<file path="config.mk">
export PLATFORM = sky130hd
export DESIGN_NAME = fp_stream_max
export DESIGN_NICKNAME = d
export VERILOG_FILES = /design/src/rtl/fp_pkg.sv /design/src/rtl/fp_gt.sv /design/src/rtl/fp_stream_max.sv
export SDC_FILE = /design/constraint.sdc
export NUM_CORES = 1
export LEC_CHECK = 0
export CAP_MARGIN = 0
export CORE_ASPECT_RATIO = 1.25
export CORE_MARGIN = 3
export CORE_UTILIZATION = 40
export DETAILED_ROUTE_END_ITERATION = 12
export PLACE_DENSITY = 0.69
export SETUP_SLACK_MARGIN = 0.15
export SYNTH_ARGS = -nofsm -noshare
export SYNTH_HDL_FRONTEND = slang
export SYNTH_SLANG_ARGS = --single-unit
</file>
<file path="constraint.sdc">
create_clock -name clk_i -period 8.4 [get_ports clk_i]
set_clock_uncertainty 0.1 [all_clocks]
set_input_delay 1.26 -clock clk_i [delete_from_list [all_inputs] [get_ports clk_i]]
set_output_delay 1.26 -clock clk_i [all_outputs]
set_load 0.05 [all_outputs]
</file>
<file path="src/rtl/fp_pkg.sv">
// Shared binary32 types and stream-max FSM states.
package fp_pkg;

    localparam int unsigned FP_W   = 32;
    localparam int unsigned EXP_W  = 8;
    localparam int unsigned FRAC_W = 23;

    typedef logic [FP_W-1:0] fp32_t;

    typedef enum logic [1:0] {
        IDLE,
        COLLECT,
        DONE
    } state_e;

endpackage

</file>
<file path="src/rtl/fp_gt.sv">
// Combinational binary32 greater-than using a sign-folded unsigned key.
module fp_gt
    import fp_pkg::*;
(
    input  fp32_t a_i,
    input  fp32_t b_i,
    output logic  gt_o
);

    fp32_t key_a;
    fp32_t key_b;

    // Positives get the top bit set, negatives are inverted so magnitude order reverses.
    assign key_a = a_i[FP_W-1] ? ~a_i : (a_i | {1'b1, {(FP_W-1){1'b0}}});
    assign key_b = b_i[FP_W-1] ? ~b_i : (b_i | {1'b1, {(FP_W-1){1'b0}}});
    assign gt_o  = key_a > key_b;

endmodule

</file>
<file path="src/rtl/fp_stream_max.sv">
// Burst reduction: running max (and min with FP_STREAM_MAX_TRACK_MIN_EN) over N_SAMPLES
// binary32 words, reported with a one-cycle done pulse.
module fp_stream_max
    import fp_pkg::*;
#(
    parameter int unsigned N_SAMPLES = 8,
    parameter int unsigned IDX_W     = $clog2(N_SAMPLES)
) (
    input  logic             clk_i,
    input  logic             rst_i,
    input  logic             start_i,
    input  logic             in_valid_i,
    output logic             in_ready_o,
    input  fp32_t            in_data_i,
    output logic             busy_o,
    output logic             done_o,
`ifdef FP_STREAM_MAX_TRACK_MIN_EN
    output fp32_t            min_out_o,
    output logic [IDX_W-1:0] min_idx_o,
`endif
    output fp32_t            max_out_o,
    output logic [IDX_W-1:0] max_idx_o
);

    localparam logic [IDX_W-1:0] LastIdx = IDX_W'(N_SAMPLES - 1);

    state_e           state_q;
    logic [IDX_W-1:0] count_q;
    fp32_t            run_max_q, run_max_d;
    logic [IDX_W-1:0] run_max_idx_q, run_max_idx_d;
    logic             accept;
    logic             first;
    logic             max_gt;

    assign accept = in_valid_i && in_ready_o;
    assign first  = (count_q == '0);

    fp_gt u_gt_max (
        .a_i  (in_data_i),
        .b_i  (run_max_q),
        .gt_o (max_gt)
    );

    always_comb begin
        run_max_d     = run_max_q;
        run_max_idx_d = run_max_idx_q;
        if (accept && (first || max_gt)) begin
            run_max_d     = in_data_i;
            run_max_idx_d = count_q;
        end
    end

`ifdef FP_STREAM_MAX_TRACK_MIN_EN
    fp32_t            run_min_q, run_min_d;
    logic [IDX_W-1:0] run_min_idx_q, run_min_idx_d;
    fp32_t            min_out_q;
    logic [IDX_W-1:0] min_idx_q;
    logic             min_gt;

    fp_gt u_gt_min (
        .a_i  (run_min_q),
        .b_i  (in_data_i),
        .gt_o (min_gt)
    );

    always_comb begin
        run_min_d     = run_min_q;
        run_min_idx_d = run_min_idx_q;
        if (accept && (first || min_gt)) begin
            run_min_d     = in_data_i;
            run_min_idx_d = count_q;
        end
    end

    always_ff @(posedge clk_i or posedge rst_i) begin
        if (rst_i) begin
            run_min_q     <= '0;
            run_min_idx_q <= '0;
            min_out_q     <= '0;
            min_idx_q     <= '0;
        end else begin
            run_min_q     <= run_min_d;
            run_min_idx_q <= run_min_idx_d;
            if (state_q == COLLECT && accept && count_q == LastIdx) begin
                min_out_q <= run_min_d;
                min_idx_q <= run_min_idx_d;
            end
        end
    end

    assign min_out_o = min_out_q;
    assign min_idx_o = min_idx_q;
`endif

    always_ff @(posedge clk_i or posedge rst_i) begin
        if (rst_i) begin
            state_q       <= IDLE;
            count_q       <= '0;
            run_max_q     <= '0;
            run_max_idx_q <= '0;
            in_ready_o    <= 1'b0;
            busy_o        <= 1'b0;
            done_o        <= 1'b0;
            max_out_o     <= '0;
            max_idx_o     <= '0;
        end else begin
            run_max_q     <= run_max_d;
            run_max_idx_q <= run_max_idx_d;
            unique case (state_q)
                IDLE: begin
                    if (start_i) begin
                        state_q    <= COLLECT;
                        count_q    <= '0;
                        in_ready_o <= 1'b1;
                        busy_o     <= 1'b1;
                    end
                end
                COLLECT: begin
                    if (accept) begin
                        count_q <= count_q + 1'b1;
                        // Final sample: publish the result including this word.
                        if (count_q == LastIdx) begin
                            state_q    <= DONE;
                            in_ready_o <= 1'b0;
                            done_o     <= 1'b1;
                            max_out_o  <= run_max_d;
                            max_idx_o  <= run_max_idx_d;
                        end
                    end
                end
                DONE: begin
                    state_q <= IDLE;
                    done_o  <= 1'b0;
                    busy_o  <= 1'b0;
                end
                default: begin
                    state_q    <= IDLE;
                    in_ready_o <= 1'b0;
                    busy_o     <= 1'b0;
                    done_o     <= 1'b0;
                end
            endcase
        end
    end

endmodule

</file>
Word-level counts from Yosys, hierarchy flattened
Cells that the tools add are included.
Cells by class
  reduce and logical (&&, ||, !) cells: 12
  $lt $le $gt $ge: 1
  add/sub/neg operators: 1
  bitwise gates (word level): 5
  multiplexer cells: 19
  eq/ne operators: 6
Operators by type and width (count)
  two-way mux 32 bit: 3
  inverter 32 bit: 2
  > comparator 32 bit: 1
  AND reduction 3 bit: 4
  two-way mux 3 bit: 3
  two-way mux 2 bit: 3
  != test 2 bit, second input constant: 3
  one-hot mux 3 bit (2 select lines): 1
  two-way mux 1 bit: 5
  one-hot mux 1 bit (2 select lines): 2
  one-hot mux 2 bit (2 select lines): 1
  AND reduction 4 bit: 1
  adder 3 x 1 -> 3 bit, second input constant: 1
  == test 3 bit, second input constant: 1
  logical NOT 3 bit: 1
  inverter 1 bit: 3
  one-hot mux 1 bit (3 select lines): 1
  == test 2 x 1 -> 1 bit, second input constant: 1
  == test 2 bit, second input constant: 1
  logical AND 1 bit: 2
  logical NOT 2 bit: 1
  AND reduction 2 bit: 1
  nonzero test 2 bit: 1
  logical OR 1 bit: 1
Word-level totals
  output and inout bits: 38
  logic and storage cells: 53
  bits in registers: 78

Depth between registers and ports, before layout
  depth in word-level cells: 6
  depth in mapped cells: 12
  mapped depth without buffers: 8

By module
A second synthesis with hierarchy kept.
Second synthesis, totals
  cells, all modules: 502
  area, all modules: 4928.5 um^2
Modules (own cells, without submodules)
  fp_stream_max: area each 3638.5 um^2, times used 1, cells each 351
  fp_gt: area each 1290.0 um^2, times used 1, cells each 151

Worst setup path after synthesis
OpenSTA, ideal clock, no wires.
  path type: input-to-reg
  from: input in_data_i[31]
  to: register max_out_o[19]
  cell stages on the path: 11
  path slack: 4.312 ns
  data arrival time: 3.848 ns
  cell sequence: clkbuf_1 -> buf_1 -> xor2_1 -> ha_1 -> nand4_2 -> or4_1 -> a211oi_2 -> o31ai_1 -> clkbuf_1 -> nand3_1 -> a31oi_1
On the way
  longest elaborated chain between the ends: 6
Ends and longest elaborated chain
  start: declaration: RTL line fp_stream_max.sv:14  | input fp32_t in_data_i,
  inverter 32 bit: RTL line fp_gt.sv:14  | assign key_a = a_i[FP_W-1] ? ~a_i : (a_i | {1'b1, {(FP_W-1){1'b0}}});
  two-way mux 32 bit (*): RTL line fp_gt.sv:14
  > comparator 32 bit (*): RTL line fp_gt.sv:16  | assign gt_o = key_a > key_b;
  logical OR 1 bit (*): RTL line fp_stream_max.sv:47  | if (accept && (first || max_gt)) begin
  logical AND 1 bit (*): RTL line fp_stream_max.sv:47
  two-way mux 32 bit (*): RTL line fp_stream_max.sv:47
  end signal: assignment: RTL line fp_stream_max.sv:126  | max_out_o <= run_max_d;
  end: declaration: RTL line fp_stream_max.sv:21  | output fp32_t max_out_o,
Every way passes the cells marked *; elsewhere a longest branch is shown, timed or not.
A chain may end at the register's enable or synchronous reset.

Worst setup path after layout
  from: input in_data_i[31]
  to: register max_out_o[31]
On the way
  longest elaborated chain between the ends: 6
Ends and longest elaborated chain (RTL line)
  inverter 32 bit: fp_gt.sv:14
  two-way mux 32 bit: fp_gt.sv:14
  > comparator 32 bit: fp_gt.sv:16
  logical OR 1 bit: fp_stream_max.sv:47
  logical AND 1 bit: fp_stream_max.sv:47
  two-way mux 32 bit (*): fp_stream_max.sv:47
Marked as above.

==> key figures <==
STA
  – Final Worst Setup Slack: 3.71 ns
  – Final hold vios: 0
  – Fin crit share: 55.8%
  – Worst Tran Pin Value: 0.982 ns
  – Endpoints failing setup: 0
  – RSZ-0062 raised after global routing: no
  – Setup_tns: 0 ns
  – Slew Limit Fails: 0
  – Fin crit period: 4.69 ns
  – Fmax: 0.213 GHz
  – Slew HR: 34.5%

Floorplan
  – DIE AREA: 12200 um^2
  – CORE AREA: 10600 um^2
  – Die Ht: 123 um
  – Starting Density: 41.2%
  – Die X: 99.5 um
  – Row Count: 42
  – Number of I/O pins: 74

Logic synthesis
  – Sequential area share after synthesis: 44.6%
  – Synth warn: 0
  – Post-synthesis average cell area: 9.47 um^2
  – Mapped Area: 4380 um^2
  – Syn_nets: 533
  – EDFF count, synth: 0
  – Syn Inst Count: 462
  – Unique cell type count in the Yosys netlist: 37
  – Top_reg_cell synth: dfrtp_1
  – Synthesized flop and latch total: 78
  – Async set-or-reset flop fraction in the synthesized netlist: 100%

Final layout
  – Inserted Diodes: 0
  – Most frequent cells in the layout: 78 x dfrtp_1, 72 x clkdlybuf4s50_1, 46 x nand2_1, 39 x nor2_1, 39 x nand3_1
  – # nets final: 593
  – Area Overhead vs Synth: 25.8%
  – Layout cell share with drive strength beyond 1: 5.50%
  – Final Cell Area: 5500 um^2
  – Fin util: 51.8%
  – Commonest non-fill, non-tap cell in the layout: dfrtp_1

Placement
  – Pre-CTS setup slack: 3.33 ns
  – RD Place Congestion: 0.835
  – Port bufs: 73
  – Dpl hpwl: 7.14 mm
  – Post-DP Area: 5190 um^2

Routing
  – Highest routed layer: met4
  – Drt wl/cell: 15.8 um
  – Met3 Wirelength: 537 um
  – Via count: 3553
  – DR pass1 iterations: 4
  – 1st-iter DRT viols: 166
  – DRC violations left: 0
  – Met2 routed WL: 5.25 mm
  – Antenna-violating nets left: 0
  – Via density per instance: 5.39
  – M1 WL: 4.48 mm
  – Final Routed Wirelength: 10.4 mm

Setup path
  – Worst-case reg-to-reg path depth: 9
  – R2r setup slk: 4.62 ns
  – Worst setup EP type: flip-flop
  – Reg2reg end: max_out_o[31]$_DFFE_PP0P_
  – Crit path launch type: primary input
  – Critical R2R Launch: run_max_q[31]$_DFF_PP0_
  – Worst EP arrival: 4.85 ns
  – Crit path kind: primary input to flip-flop
  – Crit-path max FO: 35
  – Required time worst endpoint: 8.56 ns

Status
  – Outcome: complete, no violations

Clocking
  – CTS tree: built
  – CTS Hold Bufs: 0
  – Sink Count: 78
  – CTS clock-pin slew for the worst setup and hold paths: 0.06 ns
  – H-tree depth: 3
  – Bufs on Longest Clock Path: 2
  – CTS Buf Count: 9
  – Setup bufs post-CTS: 0
  – CTS root buf: clkbuf_16
  – # resized after CTS: 0
  – Worst skew pair latency: 0.34 ns

Power and ir drop
  – Max VDD drop: 0.220 mV
  – Tot Pwr: 2.42 mW
  – Pwr dens: 440 nW/um^2
  – Leakage power: 2.44 nW

Worst hold path
  – Hold Crit Depth: 2
  – Hold Crit Class: flip-flop to flip-flop
  – Worst Hold Launch: run_max_idx_q[2]$_DFF_PP0_
  – Hold Path End: run_max_idx_q[2]$_DFF_PP0_

GRT
  – Vias in the first global route: 3676
  – Grt total ovfl: 0
  – Largest net degree at the start of global routing: 79
  – Initial antenna violation count: 0
  – Aggregate global-route resource usage: 18.3%
  – First-pass GRT wire length: 17.8 mm

Run
  – Max cap viols: 0
[cell usage after synthesis, types with 3 or more instances]
cell / n / area [um^2]
dfrtp_1: 78 / 1950
nand3_1: 39 / 195
nor2_1: 39 / 146
o21ai_0: 13 / 65.1
buf_1: 4 / 15.0
a21o_1: 3 / 22.5
xnor2_1: 31 / 272
inv_1: 6 / 22.5
o21ai_1: 30 / 150
nand2_1: 46 / 173
xor2_1: 31 / 272
buf_6: 3 / 33.8
ha_1: 35 / 438
a31oi_1: 36 / 225
clkbuf_1: 16 / 60.1
buf_2: 5 / 25.0
nand4_1: 6 / 37.5
a21oi_1: 16 / 80.1
[how the worst max path moves through the flow]
stage                        from                   endpoint  slack (ns)  cells after the start
floorplan           in_data_i[31]  max_out_o[19]$_DFFE_PP0P_        4.31                     11
global placement    in_data_i[31]  max_out_o[31]$_DFFE_PP0P_        3.54                      9
detailed placement  in_data_i[31]  max_out_o[31]$_DFFE_PP0P_        3.33                      9
CTS                 in_data_i[31]  max_out_o[31]$_DFFE_PP0P_        3.67                      9
global route        in_data_i[31]  max_out_o[18]$_DFFE_PP0P_        3.34                      9
finish              in_data_i[31]  max_out_o[31]$_DFFE_PP0P_        3.71                      9
[stage by stage]
step / cells / hold slack, ns
5_1_grt: 659 / 0.407
3_5_place_dp: 643 / 0.372
2_1_floorplan: 462 / 0.347
4_1_cts: 659 / 0.389
3_3_place_gp: 643 / 0.370
6_report: 659 / 0.392
[critical path: stages]
cell	delay (ns)
buf_2	0.67
xor2_1	0.19
ha_1	0.36
nand4_1	0.14
nor4_1	0.56
a21boi_0	0.44
o31a_2	0.72
o21ai_0	0.24
a31oi_1	0.23
[layout make-up]
class                           count  area [um^2]
Multi-Input combinational cell    349         2280
Tap cell                          132          165
Sequential cell                    78         1950
Fill cell                         976         5110
Timing Repair Buffer               78          763
Clock buffer                       12          246
Inverter                            6         22.5
Clock inverter                      4         70.1
[logic make-up (layout without fill, tap and decap cells)]
family / count (synthesis) / in the layout / share of synthesized area, %
xor+xnor: 62 / 62 / 12.4
compound gates: 112 / 112 / 15.1
flops: 78 / 78 / 44.6
fa+ha+maj: 35 / 35 / 10.0
simple gates: 140 / 140 / 14.2
buf+inv: 35 / 100 / 3.69
[state kept, by name, summed over array words and instances (netlist names)]
signal         flops
max_out_o         32
run_max_idx_q      3
busy_o             1
state_q            2
count_q            3
in_ready_o         1
run_max_q         32
done_o             1
max_idx_o          3
[power breakdown]
group / switching [mW] / leakage (nW) / total [mW] / internal [mW]
Combinational: 0.827 / 1.32 / 1.34 / 0.515
Clock: 0.149 / 0.157 / 0.416 / 0.267
Sequential: 0.115 / 0.967 / 0.666 / 0.551
Total: 1.09 / 2.44 / 2.42 / 1.33
[per-layer routing]
metal  vias up  track usage [%]
met5         -                0
met4         0             7.34
met3        14             3.84
met2        92             30.1
met1      1696             23.7
li1       1751                -
Note: power is estimated with default switching activity, not from simulation.
